### config.mk
export PLATFORM = sky130hd
export DESIGN_NAME = bcd_digit_formatter
export DESIGN_NICKNAME = d
export VERILOG_FILES = /design/src/rtl/bcd_digit_formatter_pkg.sv /design/src/rtl/bcd_digit_formatter_add3.sv /design/src/rtl/bcd_digit_formatter.sv
export SDC_FILE = /design/constraint.sdc
export NUM_CORES = 1
export LEC_CHECK = 0
export BUFFER_PORTS_ARGS = -buffer_cell sky130_fd_sc_hd__buf_2
export CAP_MARGIN = 20
export CORE_ASPECT_RATIO = 1.5
export CORE_MARGIN = 8
export CORE_UTILIZATION = 30
export DETAILED_ROUTE_END_ITERATION = 10
export GPL_TIMING_DRIVEN = 1
export SLEW_MARGIN = 20
export SYNTH_ARGS = -nofsm -noshare
export SYNTH_HDL_FRONTEND = slang
export SYNTH_SLANG_ARGS = --single-unit
### constraint.sdc
create_clock -name i_clk -period 1.78 [get_ports i_clk]
set_input_delay 0 -clock i_clk [delete_from_list [all_inputs] [get_ports i_clk]]
set_output_delay 0 -clock i_clk [all_outputs]
set_load 0.005 [all_outputs]
### src/rtl/bcd_digit_formatter_pkg.sv
// Shared constants and state type for the BCD digit formatter.
// Holds digit geometry, the decimal saturation limit and the FSM encoding.
package bcd_digit_formatter_pkg;

  localparam int NUM_DIGITS = 8;
  localparam int DIGIT_W    = 4;
  // Two spare digits so a full 32-bit input never drops MSBs mid-conversion
  localparam int ACC_DIGITS = NUM_DIGITS + 2;

  localparam logic [26:0] BCD_MAX = 27'd99_999_999;

  typedef enum logic {
    ST_IDLE  = 1'b0,
    ST_SHIFT = 1'b1
  } state_t;

endpackage

### src/rtl/bcd_digit_formatter_add3.sv
// Double-dabble correction cell: digits of 5 or more get +3 before the shift.
// Purely combinational; inputs never exceed 9 in normal operation.
module bcd_add3
  import bcd_digit_formatter_pkg::*;
(
  input  logic [DIGIT_W-1:0] i_dig,
  output logic [DIGIT_W-1:0] o_dig
);

  assign o_dig = (i_dig >= 4'd5) ? i_dig + 4'd3 : i_dig;

endmodule

### src/rtl/bcd_digit_formatter.sv
// Sequential binary-to-BCD converter (one bit per clock) with a raw hex bypass.
// Digit outputs only change on the cycle that raises done.
module bcd_digit_formatter
  import bcd_digit_formatter_pkg::*;
#(
  parameter int WIDTH = 32
) (
  input  logic             i_clk,
  input  logic             i_reset,
  input  logic [WIDTH-1:0] i_value,
  input  logic             i_hex_mode,
  input  logic             i_start,
  output logic             o_busy,
  output logic             o_done,
  output logic             o_ovf,
  output logic [3:0]       o_d0,
  output logic [3:0]       o_d1,
  output logic [3:0]       o_d2,
  output logic [3:0]       o_d3,
  output logic [3:0]       o_d4,
  output logic [3:0]       o_d5,
  output logic [3:0]       o_d6,
  output logic [3:0]       o_d7
);

  localparam int CNT_W = $clog2(WIDTH + 1);
  localparam int ACC_W = ACC_DIGITS * DIGIT_W;
  localparam int OUT_W = NUM_DIGITS * DIGIT_W;

  state_t             r_state;
  logic [WIDTH-1:0]   r_shreg;
  logic [ACC_W-1:0]   r_acc;
  logic [CNT_W-1:0]   r_cnt;
  logic               r_ovf_pending;
  logic [OUT_W-1:0]   r_digits;
  logic               r_done;
  logic               r_ovf;

  logic [ACC_W-1:0]       w_acc_adj;
  logic [ACC_W+WIDTH-1:0] w_shift;
  logic [ACC_W-1:0]       w_acc_next;
  logic [OUT_W-1:0]       w_result;
  logic                   w_ovf_in;
  logic                   w_last;

  for (genvar g = 0; g < ACC_DIGITS; g++) begin : g_add3
    bcd_add3 u_add3 (
      .i_dig (r_acc[g*DIGIT_W +: DIGIT_W]),
      .o_dig (w_acc_adj[g*DIGIT_W +: DIGIT_W])
    );
  end

  assign w_shift    = {w_acc_adj, r_shreg} << 1;
  assign w_acc_next = w_shift[ACC_W+WIDTH-1:WIDTH];
  // Out-of-range decimal values show as all nines rather than truncated digits
  assign w_result   = r_ovf_pending ? {NUM_DIGITS{4'h9}} : w_acc_next[OUT_W-1:0];
  assign w_ovf_in   = 64'(i_value) > 64'(BCD_MAX);
  assign w_last     = (r_cnt == CNT_W'(WIDTH - 1));

  always_ff @(posedge i_clk) begin
    if (i_reset) begin
      r_state       <= ST_IDLE;
      r_shreg       <= '0;
      r_acc         <= '0;
      r_cnt         <= '0;
      r_ovf_pending <= 1'b0;
      r_digits      <= '0;
      r_done        <= 1'b0;
      r_ovf         <= 1'b0;
    end else begin
      r_done <= 1'b0;
      case (r_state)
        ST_IDLE: begin
          if (i_start) begin
            if (i_hex_mode) begin
              r_digits <= i_value[OUT_W-1:0];
              r_ovf    <= 1'b0;
              r_done   <= 1'b1;
            end else begin
              r_shreg       <= i_value;
              r_acc         <= '0;
              r_cnt         <= '0;
              r_ovf_pending <= w_ovf_in;
              r_state       <= ST_SHIFT;
            end
          end
        end
        ST_SHIFT: begin
          r_acc   <= w_acc_next;
          r_shreg <= w_shift[WIDTH-1:0];
          r_cnt   <= r_cnt + CNT_W'(1);
          if (w_last) begin
            r_digits <= w_result;
            r_ovf    <= r_ovf_pending;
            r_done   <= 1'b1;
            r_state  <= ST_IDLE;
          end
        end
        default: r_state <= ST_IDLE;
      endcase
    end
  end

  assign o_busy = (r_state != ST_IDLE);
  assign o_done = r_done;
  assign o_ovf  = r_ovf;
  assign o_d0   = r_digits[3:0];
  assign o_d1   = r_digits[7:4];
  assign o_d2   = r_digits[11:8];
  assign o_d3   = r_digits[15:12];
  assign o_d4   = r_digits[19:16];
  assign o_d5   = r_digits[23:20];
  assign o_d6   = r_digits[27:24];
  assign o_d7   = r_digits[31:28];

endmodule

# Word-level counts from Yosys, hierarchy flattened
# Index checks and enable logic that the tools add are counted.
# W data, S select, Z words.
# word_totals
regBits	114
latchBits	0
ramBits	0
rom_bits	0
out_inout_bits	35
word_cells	76
mem_count	0
# op_classes
n_addsub	11
mul	0
div	0
n_lt_le_gt_ge	11
eq_ne	5
n_shift	0
mux	36
bitwise_logic	2
reduce_logical	3
# op_table
op	count
$mux W32	6
$pmux W32 S2	2
$mux W40	2
$pmux W40 S2	1
$ge A4 B3 Y1 const B	10
$add A4 B2 Y4 const B	9
$mux W4	9
$gt A32 B27 Y1 const B	1
$mux W6	2
$pmux W6 S2	1
$mux W1	9
$add A6 B1 Y6 const B	1
$eq A6 B5 Y1 const B	1
$ne A2 B2 Y1 const B	3
$pmux W1 S2	3
$reduce_and A3 Y1	2
$add A3 B2 Y3 const B	1
$mux W3	1
$ne A2 B1 Y1 const B	1
$not A1 Y1	2
$reduce_and A2 Y1	1

# Longest topological paths before layout
# Gate-level depths: netlist of the first run.
# logic_depth
depth_word	5
depth_mapped	7
mapped_depth_nobuf	6

# Modules after synthesis
# From an unflattened synthesis of the first run, not the netlist that was laid out.
# unflattened
cells_unflattened	655
hier_area_um2	5236.3
# by_module_without_submodules
module	instances	cells_per_inst	area_each_um2	seq_area_each_um2
bcd_digit_formatter	1	527	4425.5	2122.0
bcd_add3	8	16	101.3	0.0

# Worst setup path after synthesis of the first run
# No wires, ideal clock.
# synth_path
path_type	register -> register
from	reg r_acc[28]
to	reg r_digits[30]
t_arrival_ns	1.523
required_time_ns	1.689
slack_ns	0.166
stages_incl_launch_ff	7
cell_sequence	dfxtp_1 > inv_1 > ha_1 > nand2b_1 > a21o_1 > or4_1 > a311oi_1
# synth_between
elab_chain_len	5
# synth_rtl
element	line	text
start: declaration	bcd_digit_formatter.sv:32	logic [ACC_W-1:0] r_acc;
start signal: assignment	bcd_digit_formatter.sv:89	r_acc <= w_acc_next;
$add A4 B2 Y4 / $ge A4 B3 Y1 (equally long branches)	bcd_digit_formatter_add3.sv:10	assign o_dig = (i_dig >= 4'd5) ? i_dig + 4'd3 : i_dig;
$mux W4 *	bcd_digit_formatter_add3.sv:10	
$mux W32 *	bcd_digit_formatter.sv:56	assign w_result = r_ovf_pending ? {NUM_DIGITS{4'h9}} : w_acc_next[OUT_W-1:0];
$mux W32 *	bcd_digit_formatter.sv:92	if (w_last) begin
$pmux W32 S2 *	bcd_digit_formatter.sv:72	case (r_state)
end signal: assignment	bcd_digit_formatter.sv:76	r_digits <= i_value[OUT_W-1:0];
end signal: assignment	bcd_digit_formatter.sv:93	r_digits <= w_result;
end: declaration	bcd_digit_formatter.sv:35	logic [OUT_W-1:0] r_digits;
# Every way passes the cells marked *; elsewhere a longest branch is shown, timed or not. The select of a mux whose other input is x is not followed.
# A chain may end at the register's enable or synchronous reset.

# Final worst setup path of the first run
# layout_path
from	in i_value[11]
to	reg r_ovf_pending
# layout_between
elab_chain_len	1
# layout_rtl
element	line	text
start: declaration	bcd_digit_formatter.sv:10	input logic [WIDTH-1:0] i_value,
$gt A32 B27 Y1	bcd_digit_formatter.sv:57	assign w_ovf_in = 64'(i_value) > 64'(BCD_MAX);
end signal: assignment	bcd_digit_formatter.sv:83	r_ovf_pending <= w_ovf_in;
end: declaration	bcd_digit_formatter.sv:34	logic r_ovf_pending;
# No other way between the ends.

==> impl_metrics.yaml, run 1 <==
sta:
  tightest_slew_ps: 932
  finalHoldViolCount: 0
  min_period_ps: 1710
  setup_ws_ps: 69.8
  timing.final.crit_share_pct: 96.1
  skew_ps: 10.1
  rsz0062_at_grt: "no"
  holdWs_ps: 80.9
  maxSlewHeadroom_pct: 37.6
  clock.fmax_mhz: 585
  finalSetupViolations: 0
  fin_setup_tns_ps: 0
  slew_viol_final: 0
global_routing:
  grt_max_degree: 45
  grt_use_met3_pct: 1.68
  grtUsageTotal_pct: 14.2
  use_met2_pct: 24.3
  grt.busiest_layer: "met2"
  first_global_vias: 5206
  grt_first_pass_wirelength_mm: 26.6
  grt_use_met1_pct: 17.1
  antenna_found_initial: 1
  grt-ovfl-total: 0
finish:
  synthToLayoutAreaGrowth_pct: 26.6
  final_area_um2: 6890
  fillers: 1814
  drive_gt1_share_pct: 18.1
  final_cell_mix: "dfxtp_1, nand2_1, nor2_1"
  final_common_cell: "dfxtp_1"
  fin_cells: 991
  fin_nets: 822
setup_path:
  cp_max_fo: 3
  path_class: "in -> reg"
  crit_arrival_ps: 1950
  crit_chain: "dlygate4sd3_1, buf_2, or4_1, o211ai_1, a2111oi_2, o21a_1"
  critPathBufInv: 2
  cp_top_family: "compound AO/OA/AOI/OAI gates"
  cp.required_ps: 2020
  slowest_delay_ps: 550
  reg2reg_from: "r_cnt[1]"
  end_kind: "register"
  r2r_cells: 7
  slowest_stage: "dlygate4sd3_1"
  timing.reg2reg.setup_slack_ps: 80
  r2r-end: "r_digits[8]"
  critPathLaunchType: "primary input"
place:
  dpl-instance-area_um2: 6130
  port_buffers: 70
  place_inst: 940
  dp_hpwl_mm: 11.3
  gp_congestion: 0.808
  pre_cts_ws_ps: 80.1
clock_tree:
  path_clk_slew_ps: 60
  cts_buffers: 9
  root_buffer: "clkbuf_16"
  htree_levels: 3
  clock_tree.buffer_depth: 2
  cts_tree: "built"
  cts.sinks: 106
  insertion_delay_ps: 350
logic_synthesis:
  synthTopCellsByArea: "dfxtp_1, a311oi_1, nand2_1, nor2_1, a31oi_1"
  synthArstFlopShare_pct: 0
  mappedNetlistNets: 731
  ys_types: 46
  ys_ff_latch: 106
  syn_inst: 678
  ys.flop_type: "dfxtp_1"
  synth_top_area_share_pct: 39.0
  synth-seq-area-share_pct: 39.0
  synth_top_area_cell: "dfxtp_1"
  syn_area_um2: 5440
  synth-warning-count: 0
  syn-mean-instance-area_um2: 8.03
  synth_edf_count: 0
floorplan:
  die_x_um: 126
  ioPinCount: 71
  core_um2: 17900
  initial_core_util_pct: 30.5
  rows: 60
  fp.dieH_um: 181
  dieArea_um2: 22800
detailed_routing:
  drt_iter0_drc: 323
  wirelength_mm: 16.6
  dr.pass1.iters: 6
  vias: 5420
  antenna_left: 0
  avgViaCountPerCell: 5.47
  drc: 0
  routedWlPerCell_um: 16.7
hold_path:
  whs_path_depth: 4
  hold_class: "in -> reg"
  whs_endpoint: "r_ovf_pending"
  hp-start: "i_hex_mode"
power_and_ir_drop:
  vdd_drop_max_v: 0.000422
  switching_power_mw: 1.40
  p_sw_share_pct: 24.4
  p_per_area_nw_per_um2: 830
  seq_power_share_pct: 44.8
  p_clk_share_pct: 42.1
  p_leak_nw: 2.71
  combPwrFrac_pct: 13.1
  internal_power_mw: 4.32
run:
  maxCapViolCount: 0
run_status:
  outcome: "finished, final reports clean"
[final cells by class]
type | count | area [um^2] | share of cell area, %
tap | 217 | 272 | 3.94
clock inverter | 5 | 128 | 1.85
antenna | 1 | 2.50 | 0.0363
multi-input combinational | 496 | 3020 | 43.9
timing repair buffer | 139 | 1040 | 15.1
sequential | 106 | 2130 | 30.9
inverter | 17 | 65.1 | 0.944
clock buffer | 10 | 229 | 3.32
[registers in the layout (all words and copies together), names as in the netlist]
register / cells
r_digits: 32
r_acc: 32
r_ovf_pending: 1
o_ovf: 1
r_cnt: 6
o_done: 1
o_busy: 1
r_shreg: 32
[per-stage QoR]
step,power [mW],utilization (%)
2_1_floorplan,3.00,-
3_3_place_gp,3.30,34.3
3_5_place_dp,3.30,34.3
4_1_cts,5.76,38.1
5_1_grt,5.94,38.6
6_report,5.72,38.6
[synthesized netlist by cell type, types with 14 or more instances]
cell,n
clkbuf_1,40
o21ai_0,25
a311oi_1,55
a31oi_1,39
a211o_1,22
and2_1,14
nand2_1,90
nor2_1,86
ha_1,17
dfxtp_1,106
nand3_1,36
a21oi_1,21
inv_1,16
nor3_1,19
[per-layer routing]
layer	share of wire [%]	routed length (um)
met1	44	7380
met2	50	8310
met3	2.5	419
met4	2.9	476
met5	0	0
[how the worst max path moves through the flow]
stage / from / to / slack [ps] / depth (start not counted)
3_3_place_gp: r_acc[29] / r_digits[30] / 140 / 6
6_report: i_value[11] / r_ovf_pending / 70 / 6
2_1_floorplan: r_acc[28] / r_digits[30] / 170 / 6
5_1_grt: r_cnt[1] / r_digits[30] / 0.4 / 7
3_5_place_dp: r_cnt[1] / r_digits[12] / 80 / 6
4_1_cts: i_value[11] / r_ovf_pending / 80 / 6
[worst min-delay path: stages]
cell	delay, ps
buf_2	140
nor4_1	60
nand3_1	80
o21a_1	110
[power by group through the flow]
stage	Sequential, mW	Clock [mW]	Combinational [mW]
final	2.56	2.40	0.750
after CTS	2.56	2.46	0.737
after detailed placement	2.62	0	0.681
after floorplan	2.61	0	0.390
after global placement	2.61	0	0.681
after global routing	2.58	2.54	0.826
[cells by family after synthesis]
kind of cell | synth area share [%]
AO/OA/AOI/OAI | 24.9
adder cells (fa/ha/maj) | 3.91
buffers and inverters | 6.21
flip-flops | 39.0
multiplexers | 0.552
AND/OR/NAND/NOR | 25.4
[timing repair]
item | 4_1_cts | 5_1_grt
setup endpoints to repair | 0 | 12
hold endpoints to repair | 53 | 0
setup buffers | 0 | 2
resized for setup | 0 | 11
hold buffers | 32 | 0
(Power assumes the default switching activity.)
==> run 2: changes to the inputs <==
Settings changed: ABC_AREA set to 1.
==> run 2 against run 1 <==
Compared with the run above: sequential power hardly changed; utilization is 2.6 points lower; clock-buffer cell count is 3 higher; die area is 1.9% lower; first-iteration DRC count is 4.6% higher; combinational power is 17% lower; synthesized area is 2.1% lower; power is 10% lower; flip-flop and latch count stayed put; critical path type is now reg -> reg; largest cell class unchanged; largest power group unchanged.
==> impl_metrics.yaml, run 2 <==
run_status:
  outcome: "finished, final reports clean"
detailed_routing:
  antenna_left: 0
  avgViaCountPerCell: 4.98
  routedWlPerCell_um: 15.2
  drc: 0
  wirelength_mm: 15.8
  drt_iter0_drc: 338
  vias: 5194
  dr.pass1.iters: 5
hold_path:
  hold_class: "in -> reg"
setup_path:
  end_kind: "register"
  cp_top_family: "flip-flops"
  critPathBufInv: 1
  critPathLaunchType: "register"
  slowest_stage: "dfxtp_1"
  crit_arrival_ps: 1840
  cp_max_fo: 18
  path_class: "reg -> reg"
  slowest_delay_ps: 370
  crit_chain: "ha_1, nand2_1, nor2_4, nand4_4, buf_4, a21oi_1, a21oi_1"
  crit_top_cell: "a21oi_1"
  cp.required_ps: 2010
global_routing:
  grt-ovfl-total: 0
  grtUsageTotal_pct: 14.1
  grt_max_degree: 55
  first_global_vias: 5033
  antenna_found_initial: 0
  grt_first_pass_wirelength_mm: 25.5
finish:
  synthToLayoutAreaGrowth_pct: 17.1
  final_common_cell: "nand2_1"
  fillers: 1869
  ff_latch_area_um2: 2130
  final_core_util_pct: 36.0
  fin_nets: 878
  multi_input_area_um2: 2660
  final_cell_mix: "nand2_1, dfxtp_1, a21oi_1"
  largest_registers: "r_acc (32), r_digits (32), r_shreg (32)"
  drive_gt1_share_pct: 13.7
  antenna-diode-count: 0
logic_synthesis:
  syn_area_um2: 5330
  syn_inst: 765
  synth_top_area_share_pct: 39.8
  synthArstFlopShare_pct: 0
  synth-warning-count: 0
  synth_top_area_cell: "dfxtp_1"
  synth-seq-area-share_pct: 39.8
  ys_types: 31
  syn-mean-instance-area_um2: 6.96
  yosysMostFrequentCell: "nand2_1"
  ys_ff_latch: 106
  synthTopCellsByArea: "dfxtp_1, nand2_1, a21oi_1, inv_1, nor2_1"
  synth_edf_count: 0
  mappedNetlistNets: 818
  synth_common_cells: "nand2_1, dfxtp_1, a21oi_1"
  ys.flop_type: "dfxtp_1"
sta:
  skew_ps: 11.6
  finalSetupViolations: 0
  slew_viol_final: 0
  clock.fmax_mhz: 621
  min_period_ps: 1610
  timing.final.crit_share_pct: 90.5
  rsz0062_at_grt: "no"
  setup_ws_ps: 169
  finalHoldViolCount: 0
  maxSlewHeadroom_pct: 76.2
  fin_setup_tns_ps: 0
  tightest_slew_ps: 357
floorplan:
  initial_core_util_pct: 30.7
  rows: 59
  fp.dieH_um: 179
  dieArea_um2: 22400
  core_um2: 17300
  ioPinCount: 71
  die_x_um: 125
clock_tree:
  cts.sinks: 106
  cts_buffers: 9
  root_buffer: "clkbuf_16"
  path_clk_slew_ps: 70
  insertion_delay_ps: 350
  cts_tree: "built"
  clock_tree.buffer_depth: 2
  htree_levels: 3
  cts_setup_buffers: 0
place:
  dp_hpwl_mm: 11.6
  gp_congestion: 0.814
  port_buffers: 70
  pre_cts_ws_ps: 132
power_and_ir_drop:
  p_leak_nw: 2.65
  finalPower_mw: 5.14
  p_per_area_nw_per_um2: 824
  vdd_drop_max_v: 0.000446
run:
  maxCapViolCount: 0
==> run 2: changes by cell type after synthesis, moves of 15 or more <==
cell      change
a211o_1      -22
a21oi_1      +77
a311oi_1     -55
a31oi_1      -22
clkbuf_1     -28
inv_1        +58
nand2_1     +102
nand4_1      +18
nor2_1       -15
nor3_1       -16
==> run 2: repair_timing <==
action / 4_1_cts / 5_1_grt
hold buffers: 6 / 0
gates resized for setup: 0 / 0
endpoints found under the hold margin: 11 / 0
==> run 2: logic make-up after synthesis <==
kind of cell	after synthesis	share of synthesized area (%)
compound gates	174	17.6
fa+ha+maj	17	3.99
xor+xnor	8	1.32
simple gates	337	26.9
buf+inv	123	10.3
flops	106	39.8
==> run 2: cell type report <==
type,instances,area share (%)
clock buffers,13,4.51
clock inverters,3,0.321
inverters,80,4.85
multi-input cells,536,42.6
flip-flops and latches,106,34.1
well taps,213,4.27
repair buffers,92,9.31
==> run 2: power by group <==
group / leakage [nW] / switching (mW) / internal (mW)
combinational: 1.64 / 0.399 / 0.223
sequential: 0.865 / 0.0597 / 2.47
clock: 0.143 / 0.879 / 1.11
==> run 2: final timing paths <==
path / start / depth (start not counted) / endpoint / slack (ps)
worst min register to register: r_acc[27] / 2 / r_acc[27] / 470
worst min-delay path: i_value[25] / 5 / r_ovf_pending / 20
worst max-delay path: r_cnt[0] / 7 / r_digits[10] / 170
worst max register to register: r_cnt[0] / 7 / r_digits[10] / 170
==> run 2: routing by layer <==
layer	wire length, um	GRT usage [%]	up-vias
li1	-	-	2625
met1	6900	16.3	2416
met2	7920	25.5	133
met3	722	2.40	20
met4	295	5.14	0
met5	0	0	-
==> run 2: metrics by stage <==
stage	instances	instance area [um^2]	hold slack (ps)
6_report	1043	6240	24.0
5_1_grt	1043	6240	37.1
4_1_cts	1043	6240	16.5
3_5_place_dp	1021	5880	306
3_3_place_gp	1021	5880	294
2_1_floorplan	765	5330	143
==> run 2: worst reg2reg max path: stages, from the launching register on <==
cell	delay [ps]
dfxtp_1	370
ha_1	180
nand2_1	90
nor2_4	130
nand4_4	130
buf_4	250
a21oi_1	250
a21oi_1	110
==> run 3: changes to the inputs <==
Settings changed: ABC_AREA 1 to not set, RECOVER_POWER set to 50, SLEW_MARGIN 20 to 15.
==> run 3 against run 2 <==
Compared with the run above: register-to-register slack worse by 70 ps; fmax is 6.2% lower; critical path depth is 1 lower; non-clock buffer count up 47.
==> impl_metrics.yaml, run 3 (same netlist as run 1, synthesis figures left out) <==
setup_path:
  critPathLaunchType: "primary input"
  timing.reg2reg.setup_slack_ps: 100
  crit_arrival_ps: 1950
  r2r-end: "r_digits[1]"
  cp.required_ps: 2020
  reg2reg_from: "r_cnt[1]"
  cp_max_fo: 3
  path_class: "in -> reg"
  r2r_cells: 7
  end_kind: "register"
sta:
  finalSetupViolations: 0
  fin_setup_tns_ps: 0
  timing.final.crit_share_pct: 96.5
  slew_viol_final: 0
  skew_ps: 9.73
  tightest_slew_ps: 940
  holdWs_ps: 75.6
  finalHoldViolCount: 0
  maxSlewHeadroom_pct: 37.1
  clock.fmax_mhz: 582
  min_period_ps: 1720
place:
  place_inst: 940
  dp_hpwl_mm: 11.3
  dpl-instance-area_um2: 6130
  gp_congestion: 0.808
  port_buffers: 70
floorplan:
  dieArea_um2: 22800
  die_x_um: 126
  initial_core_util_pct: 30.5
  rows: 60
  fp.dieH_um: 181
  core_um2: 17900
  ioPinCount: 71
global_routing:
  grt-ovfl-total: 0
  grt_first_pass_wirelength_mm: 26.6
  grt_max_degree: 45
  first_global_vias: 5206
  antenna_found_initial: 1
  grtUsageTotal_pct: 14.2
power_and_ir_drop:
  p_per_area_nw_per_um2: 833
  p_leak_nw: 2.61
  switching_power_mw: 1.40
  p_sw_share_pct: 24.5
  vdd_drop_max_v: 0.000422
  finalPower_mw: 5.71
  combPwrFrac_pct: 12.9
  p_clk_share_pct: 42.2
  seq_power_share_pct: 44.9
  internal_power_mw: 4.31
detailed_routing:
  avgViaCountPerCell: 5.53
  antenna_left: 0
  routedWlPerCell_um: 16.8
  dr.pass1.iters: 5
  drt_iter0_drc: 335
  vias: 5479
  wirelength_mm: 16.6
  drc: 0
finish:
  final_cell_mix: "dfxtp_1, nand2_1, nor2_1"
  multi_input_area_um2: 3020
  fillers: 1826
  drive_gt1_share_pct: 14.7
  fin_cells: 991
  fin_nets: 822
  synthToLayoutAreaGrowth_pct: 25.8
  ff_latch_area_um2: 2130
  largest_registers: "r_acc (32), r_digits (32), r_shreg (32)"
  final_area_um2: 6850
  final_common_cell: "dfxtp_1"
clock_tree:
  cts_buffers: 9
  cts_tree: "built"
  path_clk_slew_ps: 60
  root_buffer: "clkbuf_16"
  cts.sinks: 106
  clock_tree.buffer_depth: 2
  htree_levels: 3
  insertion_delay_ps: 350
run_status:
  outcome: "finished, final reports clean"
hold_path:
  whs_endpoint: "r_ovf_pending"
  hp-start: "i_hex_mode"
  whs_path_depth: 4
  hold_class: "in -> reg"
run:
  maxCapViolCount: 0
-- run 3: cell count changes in the layout (fill, tap and decap cells not counted), moves of 16 or more --
cell / delta
a211o_1: +22
a21oi_1: -77
a311oi_1: +55
a31oi_1: +22
buf_2: -26
clkbuf_1: +25
dlygate4sd3_1: +26
inv_1: -58
nand2_1: -103
nand4_1: -18
nor3_1: +16
-- run 3: what timing repair did --
action,4_1_cts,5_1_grt
resized for setup,0,11
hold buffers,32,0
hold endpoints to repair,53,0
setup buffers,0,2
endpoints found under the setup margin,0,12
-- run 3: stage by stage --
step	util [%]	setup slack (ps)
floorplan	-	166
global placement	34.3	144
detailed placement	34.3	80.1
CTS	38.1	77.5
global route	38.3	-8.29
finish	38.3	63.1
-- run 3: worst max path at each step --
stage,from,to,cells past startpoint
global route,o_busy,r_cnt[5],3
global placement,r_acc[29],r_digits[30],6
CTS,i_value[11],r_ovf_pending,6
detailed placement,r_cnt[1],r_digits[12],6
floorplan,r_acc[28],r_digits[30],6
finish,i_value[11],r_ovf_pending,6
-- run 3: area by class of cell --
cell class                 count  share of cell area (%)
multi-input combinational    496                    44.2
sequential                   106                    31.0
timing repair buffer         139                    14.6
tap                          217                    3.97
clock buffer                  10                    3.34
clock inverter                 5                    1.86
inverter                      17                   0.950
antenna                        1                  0.0365
-- run 3: critical path, cell delays in order --
cell           delay [ps]
dlygate4sd3_1         550
buf_2                 150
or4_1                 510
o211ai_1              420
a2111oi_2             140
o21a_1                190
-- run 3: power by group through the flow --
stage                     sequential [mW]  clock (mW)  combinational [mW]
after CTS                            2.56        2.46               0.737
after detailed placement             2.62           0               0.681
after global routing                 2.58        2.54               0.812
final                                2.56        2.41               0.737
after floorplan                      2.61           0               0.390
after global placement               2.61           0               0.681
-- run 3: routing by layer --
layer | global-route usage [%] | vias to the layer above | part of all wire [%]
li1 | - | 2671 | -
met1 | 17.1 | 2658 | 44
met2 | 24.3 | 118 | 50
met3 | 1.68 | 32 | 2.7
met4 | 7.01 | 0 | 2.8
met5 | 0 | - | 0
